===== config.mk =====
export PLATFORM = sky130hd
export DESIGN_NAME = ip_issue_arb
export DESIGN_NICKNAME = d
export VERILOG_FILES = /design/src/rtl/ip_issue_arb_pkg.sv /design/src/rtl/ip_arb_pick.sv /design/src/rtl/ip_issue_arb.sv
export SDC_FILE = /design/constraint.sdc
export NUM_CORES = 1
export LEC_CHECK = 0
export CAP_MARGIN = 20
export CORE_AREA = 4 4 311 313
export CTS_CLUSTER_DIAMETER = 100
export DETAILED_ROUTE_END_ITERATION = 10
export DIE_AREA = 0 0 315 317
export SLEW_MARGIN = 10
export SYNTH_ARGS = -nofsm -noshare
export SYNTH_HDL_FRONTEND = slang
export SYNTH_SLANG_ARGS = --single-unit

===== constraint.sdc =====
create_clock -name clk -period 2.2 [get_ports clk]
set_clock_uncertainty 0.2 [all_clocks]
set_input_delay 0.44 -clock clk [delete_from_list [all_inputs] [get_ports clk]]
set_output_delay 0.44 -clock clk [all_outputs]
set_load 0.1 [all_outputs]

===== src/rtl/ip_issue_arb_pkg.sv =====
// ip_issue_arb_pkg
// Shared constants for the integer-pipeline issue arbiter and its 2-way
// grant picker.
//   ARB_SRC_R0 / ARB_SRC_R1       : source encoding carried on arb_ip_src
//   ARB_MODE_RR / ARB_MODE_FIXED  : PRIO_MODE encodings
//   STALL_CNT_W / STARVE_CNT_W    : counter widths
package ip_issue_arb_pkg;

    localparam logic ARB_SRC_R0 = 1'b0;
    localparam logic ARB_SRC_R1 = 1'b1;

    localparam int ARB_MODE_RR    = 0;
    localparam int ARB_MODE_FIXED = 1;

    localparam int STALL_CNT_W  = 16;
    // STARVE_LIMIT is bounded to 1..7, so three bits always suffice.
    localparam int STARVE_CNT_W = 3;

endpackage


===== src/rtl/ip_arb_pick.sv =====
// ip_arb_pick
// Purely combinational 2-way grant decision. Reusable by any two-requester
// arbiter; holds no state of its own.
// Ports:
//   r0_valid_i, r1_valid_i : requester valids
//   mode_fixed_i           : 0 = round-robin, 1 = fixed priority r0
//   last_grant_i           : source of the most recent accept (round-robin)
//   starve_hit_i           : r1 has lost often enough to force a grant (fixed)
//   grant_o                : winning source (ARB_SRC_R0 / ARB_SRC_R1)
module ip_arb_pick
    import ip_issue_arb_pkg::*;
(
    input  logic r0_valid_i,
    input  logic r1_valid_i,
    input  logic mode_fixed_i,
    input  logic last_grant_i,
    input  logic starve_hit_i,
    output logic grant_o
);

    logic tie_to_r1;

    // NOTE: every output of a combinational block gets a value on every path
    // (default first), otherwise synthesis infers a latch.
    always_comb begin
        grant_o   = ARB_SRC_R0;
        tie_to_r1 = mode_fixed_i ? starve_hit_i : (last_grant_i == ARB_SRC_R0);
        if (r0_valid_i && r1_valid_i) begin
            grant_o = tie_to_r1 ? ARB_SRC_R1 : ARB_SRC_R0;
        end else if (r1_valid_i) begin
            grant_o = ARB_SRC_R1;
        end
        // With no requester valid the grant parks on r0.
    end

endmodule


===== src/rtl/ip_issue_arb.sv =====
// ip_issue_arb
// Arbitrates the primary issue slot (r0) and the secondary/replay slot (r1)
// onto the single integer pipeline through a one-entry registered output
// stage: 1-cycle latency, one op per cycle, no bubble at full throughput.
// Ports:
//   clk, rst                   : clock, asynchronous active-low reset
//   r0_payload/valid/ready     : requester 0 handshake
//   r1_payload/valid/ready     : requester 1 handshake
//   flush                      : redirect; kills held entry, blocks accepts
//   arb_ip_payload/src/valid   : registered entry towards the pipeline
//   arb_ip_ready               : pipeline consumes the entry
//   arb_stall_cnt              : saturating count of cycles with a valid
//                                requester but no accept
module ip_issue_arb
    import ip_issue_arb_pkg::*;
#(
    parameter int PAYLOAD_W    = 256,
    parameter int PRIO_MODE    = ARB_MODE_RR,
    parameter int STARVE_LIMIT = 4
) (
    input  logic                   clk,
    input  logic                   rst,
    input  logic [PAYLOAD_W-1:0]   r0_payload,
    input  logic                   r0_valid,
    output logic                   r0_ready,
    input  logic [PAYLOAD_W-1:0]   r1_payload,
    input  logic                   r1_valid,
    output logic                   r1_ready,
    input  logic                   flush,
    output logic [PAYLOAD_W-1:0]   arb_ip_payload,
    output logic                   arb_ip_src,
    output logic                   arb_ip_valid,
    input  logic                   arb_ip_ready,
    output logic [STALL_CNT_W-1:0] arb_stall_cnt
);

    localparam logic [STARVE_CNT_W-1:0] STARVE_MAX = STARVE_CNT_W'(STARVE_LIMIT);
    localparam logic                    MODE_FIXED = (PRIO_MODE == ARB_MODE_FIXED);

    logic [PAYLOAD_W-1:0]    payload_q, payload_d;
    logic                    src_q, src_d;
    logic                    valid_q, valid_d;
    logic                    last_grant_q, last_grant_d;
    logic [STARVE_CNT_W-1:0] starve_q, starve_d;
    logic [STALL_CNT_W-1:0]  stall_q, stall_d;

    logic load_en;
    logic arb_en;
    logic grant;
    logic starve_hit;
    logic r0_acc, r1_acc, any_acc;

    // The entry can be replaced in the same cycle the pipeline takes it.
    assign load_en    = !valid_q || arb_ip_ready;
    // Readies are gated by rst so they stay low for the whole reset window,
    // not only from the first clock edge onwards.
    assign arb_en     = rst && load_en && !flush;
    assign starve_hit = (starve_q == STARVE_MAX);

    ip_arb_pick u_pick (
        .r0_valid_i   (r0_valid),
        .r1_valid_i   (r1_valid),
        .mode_fixed_i (MODE_FIXED),
        .last_grant_i (last_grant_q),
        .starve_hit_i (starve_hit),
        .grant_o      (grant)
    );

    assign r0_ready = arb_en && (grant == ARB_SRC_R0);
    assign r1_ready = arb_en && (grant == ARB_SRC_R1);
    assign r0_acc   = r0_valid && r0_ready;
    assign r1_acc   = r1_valid && r1_ready;
    assign any_acc  = r0_acc || r1_acc;

    always_comb begin
        payload_d    = payload_q;
        src_d        = src_q;
        valid_d      = valid_q;
        last_grant_d = last_grant_q;
        starve_d     = starve_q;
        stall_d      = stall_q;

        // Output stage: flush wins, then a fresh accept, then drain.
        if (!rst || flush) begin
            valid_d = 1'b0;
        end else if (any_acc) begin
            valid_d      = 1'b1;
            payload_d    = r1_acc ? r1_payload : r0_payload;
            src_d        = r1_acc ? ARB_SRC_R1 : ARB_SRC_R0;
            last_grant_d = r1_acc ? ARB_SRC_R1 : ARB_SRC_R0;
        end else if (load_en) begin
            valid_d = 1'b0;
        end

        // Starvation guard only exists in fixed-priority mode.
        if (PRIO_MODE == ARB_MODE_RR) begin
            starve_d = '0;
        end else if (r1_acc) begin
            starve_d = '0;
        end else if (r1_valid && arb_en && (grant != ARB_SRC_R1) && !starve_hit) begin
            starve_d = starve_q + 1'b1;
        end

        if ((r0_valid || r1_valid) && !any_acc && (stall_q != '1)) begin
            stall_d = stall_q + 1'b1;
        end
    end

    // NOTE: state registers use non-blocking assignments so every flop samples
    // the pre-edge values regardless of statement order.
    // NOTE: the wide payload register is reset too, so the pipeline never sees
    // X on arb_ip_payload straight out of reset.
    always_ff @(posedge clk or negedge rst) begin
        if (!rst) begin
            payload_q    <= '0;
            src_q        <= ARB_SRC_R0;
            valid_q      <= 1'b0;
            // Start as if r1 was granted last so r0 wins the first tie.
            last_grant_q <= ARB_SRC_R1;
            starve_q     <= '0;
            stall_q      <= '0;
        end else begin
            payload_q    <= payload_d;
            src_q        <= src_d;
            valid_q      <= valid_d;
            last_grant_q <= last_grant_d;
            starve_q     <= starve_d;
            stall_q      <= stall_d;
        end
    end

    assign arb_ip_payload = payload_q;
    assign arb_ip_src     = src_q;
    assign arb_ip_valid   = valid_q;
    assign arb_stall_cnt  = stall_q;

endmodule


==> results of run 1 <==
[Yosys cell counts]
cell,number,area [sq um]
a21oi_1,257,1290
and4_1,1,8.76
nor2_1,258,968
mux2_4,1,15.0
and3_1,1,6.26
nor3_1,8,40.0
buf_4,11,82.6
dfrtp_1,274,6860
o22ai_1,1,6.26
nor3_4,1,16.3
a211o_1,1,8.76
clkbuf_4,3,22.5
xor2_1,15,131
nor2_2,1,6.26
and2b_1,1,7.51
nor2b_1,1,6.26
mux2i_1,256,2560
nor3b_1,1,7.51
a21boi_1,1,7.51
nand3_1,3,15.0
nor4_1,3,18.8
a21o_1,2,15.0
clkbuf_1,5,18.8
nand2_1,7,26.3
buf_2,66,330
buf_6,1,11.3
nor4_4,1,21.3
dfstp_2,1,26.3
or3_4,1,11.3
ha_1,1,12.5
or2_1,1,6.26
o211ai_1,1,7.51
nor4_2,2,25.0
nand2b_1,2,12.5
nand4_2,1,12.5
nand4_1,3,18.8
or3_1,1,6.26
[sequential cells by signal, summed over array words and instances, names as in the netlist]
name / cells
arb_ip_payload: 256
arb_ip_src: 1
arb_ip_valid: 1
arb_stall_cnt: 16
last_grant_q: 1
[critical path, cell delays in order]
cell and delay, ps:
clkdlybuf4s50_1 440, nand2b_1 210, buf_4 170, nor3_4 190, buf_12 200
[cell type report]
type / count / area [sq um] / area share, %
diodes: 17 / 42.5 / 0.180
well taps: 1265 / 1580 / 6.69
flip-flops and latches: 275 / 6910 / 29.2
clock buffers: 52 / 1050 / 4.45
repair buffers: 884 / 8630 / 36.5
multi-input cells: 834 / 5320 / 22.5
clock inverters: 9 / 128 / 0.539
[per-stage QoR]
stage,setup TNS [ps],hold slack (ps)
2_1_floorplan,-207,-55.6
3_3_place_gp,-36280,262
3_5_place_dp,-43490,276
4_1_cts,-263,164
5_1_grt,-300,218
6_report,-127,207
[cells by family after synthesis]
group	count (synthesis)	synth area share, %
simple gates	298	9.82
buf+inv	86	3.68
xor+xnor	15	1.04
fa+ha+maj	1	0.0990
flops	275	54.4
compound gates	263	10.5
mux	257	20.4
[timing repair]
action / in CTS / in global routing
endpoints found under the setup margin: 2 / 2
pin swaps: 2 / 0
buffers inserted: 4 / 0
gates cloned: 0 / 0
endpoints found under the hold margin: 10 / 0
hold buffers: 1 / 0
gates resized for setup: 1 / 0
[report_power, final]
group	leakage (uW)	switching [uW]	total (uW)	internal, uW
combinational	0.00638	9510	13100	3540
clock	0.000582	2310	5970	3660
sequential	0.00303	809	6900	6090
total	0.00998	12600	25900	13300
[path summary, 6_finish.rpt]
check                                    startpoint                               to  slack (ps)  cells after the start
setup reg to reg           arb_ip_valid$_DFFE_PN0P_   arb_ip_payload[68]$_DFFE_PN0P_         110                      7
hold reg to reg              arb_ip_src$_DFFE_PN0P_           arb_ip_src$_DFFE_PN0P_         290                      1
setup / recovery                              flush                         r0_ready         -90                      5
hold / removal                                  rst         arb_ip_valid$_DFFE_PN0P_         210                      4
min in group asynchronous                       rst  arb_ip_payload[123]$_DFFE_PN0P_         560                      4
max in group asynchronous                       rst     arb_stall_cnt[1]$_DFFE_PN0P_         240                      4
[per-layer routing]
| layer | vias up | global-route usage, % | share of wire (%) |
|---|---|---|---|
| li1 | 5840 | - | - |
| met4 | 12 | 4.09 | 2.1 |
| met3 | 95 | 4.95 | 9.3 |
| met5 | - | 0 | 0.12 |
| met2 | 544 | 21.4 | 50 |
| met1 | 5686 | 14.2 | 39 |
==> report_table.html, run 1 <==
<table>
<tr><th>Metric</th><th>Value</th></tr>
<tr><th colspan="2">Pwr</th></tr>
<tr><td>Leakage power summed over all cells</td><td>0.00998 uW</td></tr>
<tr><td>Worst supply voltage drop on vdd</td><td>0.607 mV</td></tr>
<tr><td>Sum of internal, switching and leakage power</td><td>25,900 uW</td></tr>
<tr><td>Power per Cell Area</td><td>1100 nW/um^2</td></tr>
<tr><th colspan="2">Floorplanning</th></tr>
<tr><td>Effective utilization at floorplan</td><td>13.4%</td></tr>
<tr><td>Height of the chip</td><td>317 microns</td></tr>
<tr><td>Number of I/O pins</td><td>794</td></tr>
<tr><td>Core box area</td><td>94,300 sq um</td></tr>
<tr><td>Total number of placement rows</td><td>113</td></tr>
<tr><td>Die span in x</td><td>315 microns</td></tr>
<tr><td>Die Area</td><td>99,900 sq um</td></tr>
<tr><th colspan="2">Synthesis</th></tr>
<tr><td>Synthesized area per cell</td><td>10.6 sq um</td></tr>
<tr><td>Flip-flop and latch count after synthesis</td><td>275</td></tr>
<tr><td>Number of distinct library cell variants in the gate-level netlist after synthesis</td><td>37</td></tr>
<tr><td>Nets in the synthesized netlist</td><td>1,714</td></tr>
<tr><td>Synthesized netlist cell count</td><td>1,195</td></tr>
<tr><td>Yosys synthesis warning count</td><td>0</td></tr>
<tr><td>Seq/Total Area, Yosys</td><td>54.4%</td></tr>
<tr><td>Post-Syn Area</td><td>12,600 sq um</td></tr>
<tr><th colspan="2">Finish</th></tr>
<tr><td>Fill cell instance count of the final layout</td><td>10,100</td></tr>
<tr><td>Final core occ</td><td>25.1%</td></tr>
<tr><td>Commonest non-fill, non-tap cell in the layout</td><td>clkdlybuf4s50_1</td></tr>
<tr><td>Post-Layout Inst Area</td><td>23,700 sq um</td></tr>
<tr><td>Count of nets after finishing</td><td>2,550</td></tr>
<tr><td>Non-filler instance count after layout</td><td>3,336</td></tr>
<tr><td>Area growth syn-to-layout</td><td>87.1%</td></tr>
<tr><td>Share of layout cells above drive strength 1</td><td>21.9%</td></tr>
<tr><td>Commonest cells after routing, fill and taps aside</td><td>clkdlybuf4s50_1 (516), buf_4 (311), nor2_1 (258)</td></tr>
<tr><th colspan="2">GRT</th></tr>
<tr><td>Number of antenna violations at the first check in global routing</td><td>37</td></tr>
<tr><td>Pin count of the biggest net entering global routing</td><td>125</td></tr>
<tr><td>Overall routing resource usage</td><td>12.5%</td></tr>
<tr><td>Total global routing overflow</td><td>0</td></tr>
<tr><td>Vias in the first global route</td><td>12,200</td></tr>
<tr><td>Wire length of the first global-routing pass</td><td>88,800 microns</td></tr>
<tr><th colspan="2">Placement</th></tr>
<tr><td>Cell Count Post-Placement</td><td>3,254</td></tr>
<tr><td>Placed instance area</td><td>22,400 sq um</td></tr>
<tr><td>Post-Place Setup Slack</td><td>-245 ps</td></tr>
<tr><td>Final HPWL DP</td><td>56,100 microns</td></tr>
<tr><td>Final weighted congestion of routability-driven global placement</td><td>0.797</td></tr>
<tr><td>Count of port buffers added during placement</td><td>793</td></tr>
<tr><th colspan="2">Critical path</th></tr>
<tr><td>Worst-path maximum fanout</td><td>4</td></tr>
<tr><td>Critical path required time</td><td>1560 ps</td></tr>
<tr><td>Class of the most critical setup path</td><td>in -&gt; out</td></tr>
<tr><td>Data arrival time at the worst-slack endpoint</td><td>1650 ps</td></tr>
<tr><td>Startpoint type of the worst setup path</td><td>input port</td></tr>
<tr><td>CP Capture Type</td><td>output port</td></tr>
<tr><th colspan="2">Drt</th></tr>
<tr><td>Routed wire length</td><td>66,500 microns</td></tr>
<tr><td>Total via count in the routed design</td><td>12,200</td></tr>
<tr><td>Detailed-route wire length per cell</td><td>19.9 microns</td></tr>
<tr><td>DRC violation count after routing</td><td>0</td></tr>
<tr><td>Total iterations of the first detailed-routing run</td><td>5</td></tr>
<tr><td>Via-to-Cell Ratio</td><td>3.65</td></tr>
<tr><td>Iteration-0 DRC Markers</td><td>615</td></tr>
<tr><td>ANT nets after route</td><td>0</td></tr>
<tr><th colspan="2">STA</th></tr>
<tr><td>Count of pins over their slew limit</td><td>0</td></tr>
<tr><td>Worst rel slew slack</td><td>34.0%</td></tr>
<tr><td>Smallest setup slack after layout</td><td>-87.3 ps</td></tr>
<tr><td>Final Hold Fails</td><td>0</td></tr>
<tr><td>Maximum frequency from static timing analysis</td><td>437 MHz</td></tr>
<tr><td>Post-route clock period utilization</td><td>104%</td></tr>
<tr><td>Setup-failing EPs final</td><td>2</td></tr>
<tr><td>Worst slew pin tran</td><td>990 ps</td></tr>
<tr><td>Period minus WS final</td><td>2290 ps</td></tr>
<tr><td>Unrepaired setup endpoints after global routing</td><td>true</td></tr>
<tr><th colspan="2">CTS</th></tr>
<tr><td>TritonCTS clock tree</td><td>done</td></tr>
<tr><td>Number of sinks driven by the clock tree</td><td>275</td></tr>
<tr><td>H-tree levels</td><td>2</td></tr>
<tr><td>Root buf cell</td><td>clkbuf_16</td></tr>
<tr><td>Clock-pin slew on the worst setup and hold paths</td><td>60 ps</td></tr>
<tr><td>CTS Buf Count</td><td>36</td></tr>
<tr><td>Clock latency on the worst-skew pair</td><td>550 ps</td></tr>
<tr><td>Maximum buffer depth of the clock tree</td><td>3</td></tr>
<tr><th colspan="2">Status</th></tr>
<tr><td>Violations in the final reports</td><td>negative setup slack</td></tr>
<tr><td>Run status</td><td>complete, but fails checks</td></tr>
<tr><th colspan="2">Worst hold path</th></tr>
<tr><td>Worst min-delay path class</td><td>in -&gt; reg</td></tr>
<tr><th colspan="2">Run</th></tr>
<tr><td>Number of maximum-capacitance violations</td><td>0</td></tr>
</table>
Power figures use the tool's default switching activity.
==> run 2: changes to the inputs <==
Settings changed: CORE_AREA 4 4 311 313 to 4 4 310 312, DIE_AREA 0 0 315 317 to 0 0 314 316, PLACE_DENSITY set to 0.44.
==> report_table.html, run 2 (synthesis gave the netlist of run 1 again) <==
<table>
<tr><th>Metric</th><th>Value</th></tr>
<tr><th colspan="2">CTS</th></tr>
<tr><td>Number of sinks driven by the clock tree</td><td>275 (unchanged)</td></tr>
<tr><td>H-tree levels</td><td>2 (unchanged)</td></tr>
<tr><td>Clock-pin slew on the worst setup and hold paths</td><td>50 ps (was 60 ps)</td></tr>
<tr><td>Clock latency on the worst-skew pair</td><td>530 ps (was 550 ps)</td></tr>
<tr><td>CTS Buf Count</td><td>36 (unchanged)</td></tr>
<tr><td>Maximum buffer depth of the clock tree</td><td>3 (unchanged)</td></tr>
<tr><td>Root buf cell</td><td>clkbuf_16 (unchanged)</td></tr>
<tr><td>TritonCTS clock tree</td><td>done (unchanged)</td></tr>
<tr><th colspan="2">Placement</th></tr>
<tr><td>Final weighted congestion of routability-driven global placement</td><td>0.852 (was 0.797)</td></tr>
<tr><td>Count of port buffers added during placement</td><td>793 (unchanged)</td></tr>
<tr><td>Final HPWL DP</td><td>50,800 microns (was 56,100 microns)</td></tr>
<tr><td>Placed instance area</td><td>22,300 sq um (was 22,400 sq um)</td></tr>
<tr><th colspan="2">STA</th></tr>
<tr><td>Smallest setup slack after layout</td><td>-56.0 ps (was -87.3 ps)</td></tr>
<tr><td>Setup-failing EPs final</td><td>31 (was 2)</td></tr>
<tr><td>Worst rel slew slack</td><td>57.3% (was 34.0%)</td></tr>
<tr><td>Post-route clock period utilization</td><td>103% (was 104%)</td></tr>
<tr><td>Final Hold Fails</td><td>0 (unchanged)</td></tr>
<tr><td>Summed negative setup slack over all endpoints</td><td>-389 ps (was -127 ps)</td></tr>
<tr><td>Maximum frequency from static timing analysis</td><td>443 MHz (was 437 MHz)</td></tr>
<tr><td>Unrepaired setup endpoints after global routing</td><td>true (unchanged)</td></tr>
<tr><td>Period minus WS final</td><td>2260 ps (was 2290 ps)</td></tr>
<tr><td>Count of pins over their slew limit</td><td>0 (unchanged)</td></tr>
<tr><td>Worst slew pin tran</td><td>640 ps (was 990 ps)</td></tr>
<tr><th colspan="2">Pwr</th></tr>
<tr><td>Internal</td><td>13,400 uW (was 13,300 uW)</td></tr>
<tr><td>Clk network pwr share</td><td>22.6% (was 23.0%)</td></tr>
<tr><td>Power per Cell Area</td><td>1070 nW/um^2 (was 1100 nW/um^2)</td></tr>
<tr><td>Worst supply voltage drop on vdd</td><td>0.524 mV (was 0.607 mV)</td></tr>
<tr><td>Net switching fraction of the power</td><td>48.9% (was 48.7%)</td></tr>
<tr><td>NetSw</td><td>12,800 uW (was 12,600 uW)</td></tr>
<tr><td>Leakage power summed over all cells</td><td>0.0104 uW (was 0.00998 uW)</td></tr>
<tr><td>Reg power frac</td><td>26.3% (was 26.6%)</td></tr>
<tr><td>Gate power share</td><td>51.1% (was 50.4%)</td></tr>
<tr><th colspan="2">Drt</th></tr>
<tr><td>Routed met1 length</td><td>24,600 microns (was 25,700 microns)</td></tr>
<tr><td>Total iterations of the first detailed-routing run</td><td>4 (was 5)</td></tr>
<tr><td>Met3 wire length</td><td>5710 microns (was 6210 microns)</td></tr>
<tr><td>DRC violation count after routing</td><td>0 (unchanged)</td></tr>
<tr><td>Highest metal layer used by the detailed router</td><td>met5 (unchanged)</td></tr>
<tr><td>Iteration-0 DRC Markers</td><td>491 (was 615)</td></tr>
<tr><td>Via-to-Cell Ratio</td><td>3.69 (was 3.65)</td></tr>
<tr><td>Total via count in the routed design</td><td>12,300 (was 12,200)</td></tr>
<tr><td>ANT nets after route</td><td>0 (unchanged)</td></tr>
<tr><td>Routed wire length</td><td>66,000 microns (was 66,500 microns)</td></tr>
<tr><td>Detailed route wirelength on metal2</td><td>34,000 microns (was 33,100 microns)</td></tr>
<tr><td>Detailed-route wire length per cell</td><td>19.8 microns (was 19.9 microns)</td></tr>
<tr><th colspan="2">GRT</th></tr>
<tr><td>Wire length of the first global-routing pass</td><td>86,400 microns (was 88,800 microns)</td></tr>
<tr><td>Total global routing overflow</td><td>0 (unchanged)</td></tr>
<tr><td>Pin count of the biggest net entering global routing</td><td>98 (was 125)</td></tr>
<tr><td>Vias in the first global route</td><td>13,000 (was 12,200)</td></tr>
<tr><td>Number of antenna violations at the first check in global routing</td><td>22 (was 37)</td></tr>
<tr><td>Overall routing resource usage</td><td>11.6% (was 12.5%)</td></tr>
<tr><th colspan="2">Finish</th></tr>
<tr><td>Commonest cells after routing, fill and taps aside</td><td>clkdlybuf4s50_1 (514), buf_4 (273), dfrtp_1 (257) (was clkdlybuf4s50_1 (516), buf_4 (311), nor2_1 (258))</td></tr>
<tr><td>Area used by multi-input combinational logic</td><td>5370 sq um (was 5320 sq um)</td></tr>
<tr><td>Share of layout cells above drive strength 1</td><td>23.3% (was 21.9%)</td></tr>
<tr><td>Sequential standard cell area</td><td>6910 sq um (unchanged)</td></tr>
<tr><td>Fill cell instance count of the final layout</td><td>9,873 (was 10,100)</td></tr>
<tr><td>Post-Layout Inst Area</td><td>24,500 sq um (was 23,700 sq um)</td></tr>
<tr><td>Commonest non-fill, non-tap cell in the layout</td><td>clkdlybuf4s50_1 (unchanged)</td></tr>
<tr><td>Count of nets after finishing</td><td>2,568 (was 2,550)</td></tr>
<tr><td>Max FFs per register</td><td>256 (unchanged)</td></tr>
<tr><td>Area growth syn-to-layout</td><td>94.2% (was 87.1%)</td></tr>
<tr><th colspan="2">Critical path</th></tr>
<tr><td>Cell at the slowest stage of the critical path</td><td>clkdlybuf4s50_1 (unchanged)</td></tr>
<tr><td>Class of the most critical setup path</td><td>in -&gt; out (unchanged)</td></tr>
<tr><td>Data arrival time at the worst-slack endpoint</td><td>1620 ps (was 1650 ps)</td></tr>
<tr><td>Critical path required time</td><td>1560 ps (about the same)</td></tr>
<tr><td>Stage delay of the slowest cell on the critical path</td><td>430 ps (was 440 ps)</td></tr>
<tr><td>List of cells traversed by the critical path</td><td>clkdlybuf4s50_1 &gt; nand2b_4 &gt; buf_4 &gt; nor3_4 &gt; buf_12 (was clkdlybuf4s50_1 &gt; nand2b_1 &gt; buf_4 &gt; nor3_4 &gt; buf_12)</td></tr>
<tr><td>Startpoint type of the worst setup path</td><td>input port (unchanged)</td></tr>
<tr><td>Worst-path maximum fanout</td><td>4 (unchanged)</td></tr>
<tr><td>CP Capture Type</td><td>output port (unchanged)</td></tr>
<tr><th colspan="2">Status</th></tr>
<tr><td>Violations in the final reports</td><td>negative setup slack (unchanged)</td></tr>
<tr><td>Run status</td><td>complete, but fails checks (unchanged)</td></tr>
<tr><th colspan="2">Floorplanning</th></tr>
<tr><td>Die Area</td><td>99,200 sq um (was 99,900 sq um)</td></tr>
<tr><td>Total number of placement rows</td><td>112 (was 113)</td></tr>
<tr><td>Core box area</td><td>93,000 sq um (was 94,300 sq um)</td></tr>
<tr><td>Height of the chip</td><td>316 microns (was 317 microns)</td></tr>
<tr><td>Number of I/O pins</td><td>794 (unchanged)</td></tr>
<tr><td>Effective utilization at floorplan</td><td>13.6% (was 13.4%)</td></tr>
<tr><td>Die span in x</td><td>314 microns (was 315 microns)</td></tr>
<tr><th colspan="2">Run</th></tr>
<tr><td>Number of maximum-capacitance violations</td><td>0 (unchanged)</td></tr>
<tr><th colspan="2">Worst hold path</th></tr>
<tr><td>Worst min-delay path class</td><td>in -&gt; reg (unchanged)</td></tr>
</table>
[run 2: final timing paths]
path                                                   endpoint  slack, ps  cells after the start                           from
worst max-delay path                                   r0_ready        -60                      5                          flush
worst min-delay path                   arb_ip_valid$_DFFE_PN0P_         90                      4                            rst
worst max register to register  arb_ip_payload[200]$_DFFE_PN0P_        -10                     10       arb_ip_valid$_DFFE_PN0P_
worst min register to register    arb_stall_cnt[15]$_DFFE_PN0P_        290                      1  arb_stall_cnt[15]$_DFFE_PN0P_
max in group asynchronous        arb_ip_payload[99]$_DFFE_PN0P_        530                      4                            rst
min in group asynchronous       arb_ip_payload[224]$_DFFE_PN0P_        340                      3                            rst
[run 2: cell type report]
class	instances	share of cell area, %
diodes	7	0.0714
flip-flops and latches	275	28.1
clock buffers	57	4.53
multi-input cells	834	21.9
clock inverters	8	0.311
repair buffers	902	38.7
well taps	1254	6.39
[run 2: worst max-delay path, delay by kind of cell]
| family | cells | cell delay, ps |
|---|---|---|
| buffers and inverters | 3 | 780 |
| and+or+nand+nor | 2 | 390 |
[run 2: repair_timing]
item                                    4_1_cts  5_1_grt
endpoints found under the setup margin        2      193
hold buffers                                  1        0
gates cloned                                  0       27
gates resized for setup                      10       56
endpoints found under the hold margin        60        0
pin swaps                                     4        3
buffers inserted                              4       10
[run 2: through the flow]
stage	worst slack (ps)	instances	util (%)	total power, uW	hold WS (ps)
after CTS	-96.3	3293	25.4	26400	122
after global routing	-99.5	3332	26.4	27300	71.8
after floorplan	-207	1195	-	15800	-55.6
after detailed placement	-338	3225	24.0	20300	276
after global placement	-335	3225	24.0	20200	270
final	-56.0	3337	26.4	26200	94.5
[run 2: per-layer routing]
metal	up-vias	global-route usage, %
met5	-	0
met3	94	4.38
li1	5882	-
met4	6	3.15
met1	5797	12.6
met2	529	21.3
[run 2: power groups by stage]
stage | registers, uW | logic, uW | clock network (uW)
after global placement | 6950 | 13200 | 0
after global routing | 7030 | 13900 | 6420
final | 6890 | 13400 | 5930
after CTS | 6910 | 13300 | 6220
after detailed placement | 6980 | 13300 | 0
after floorplan | 14100 | 1720 | 0
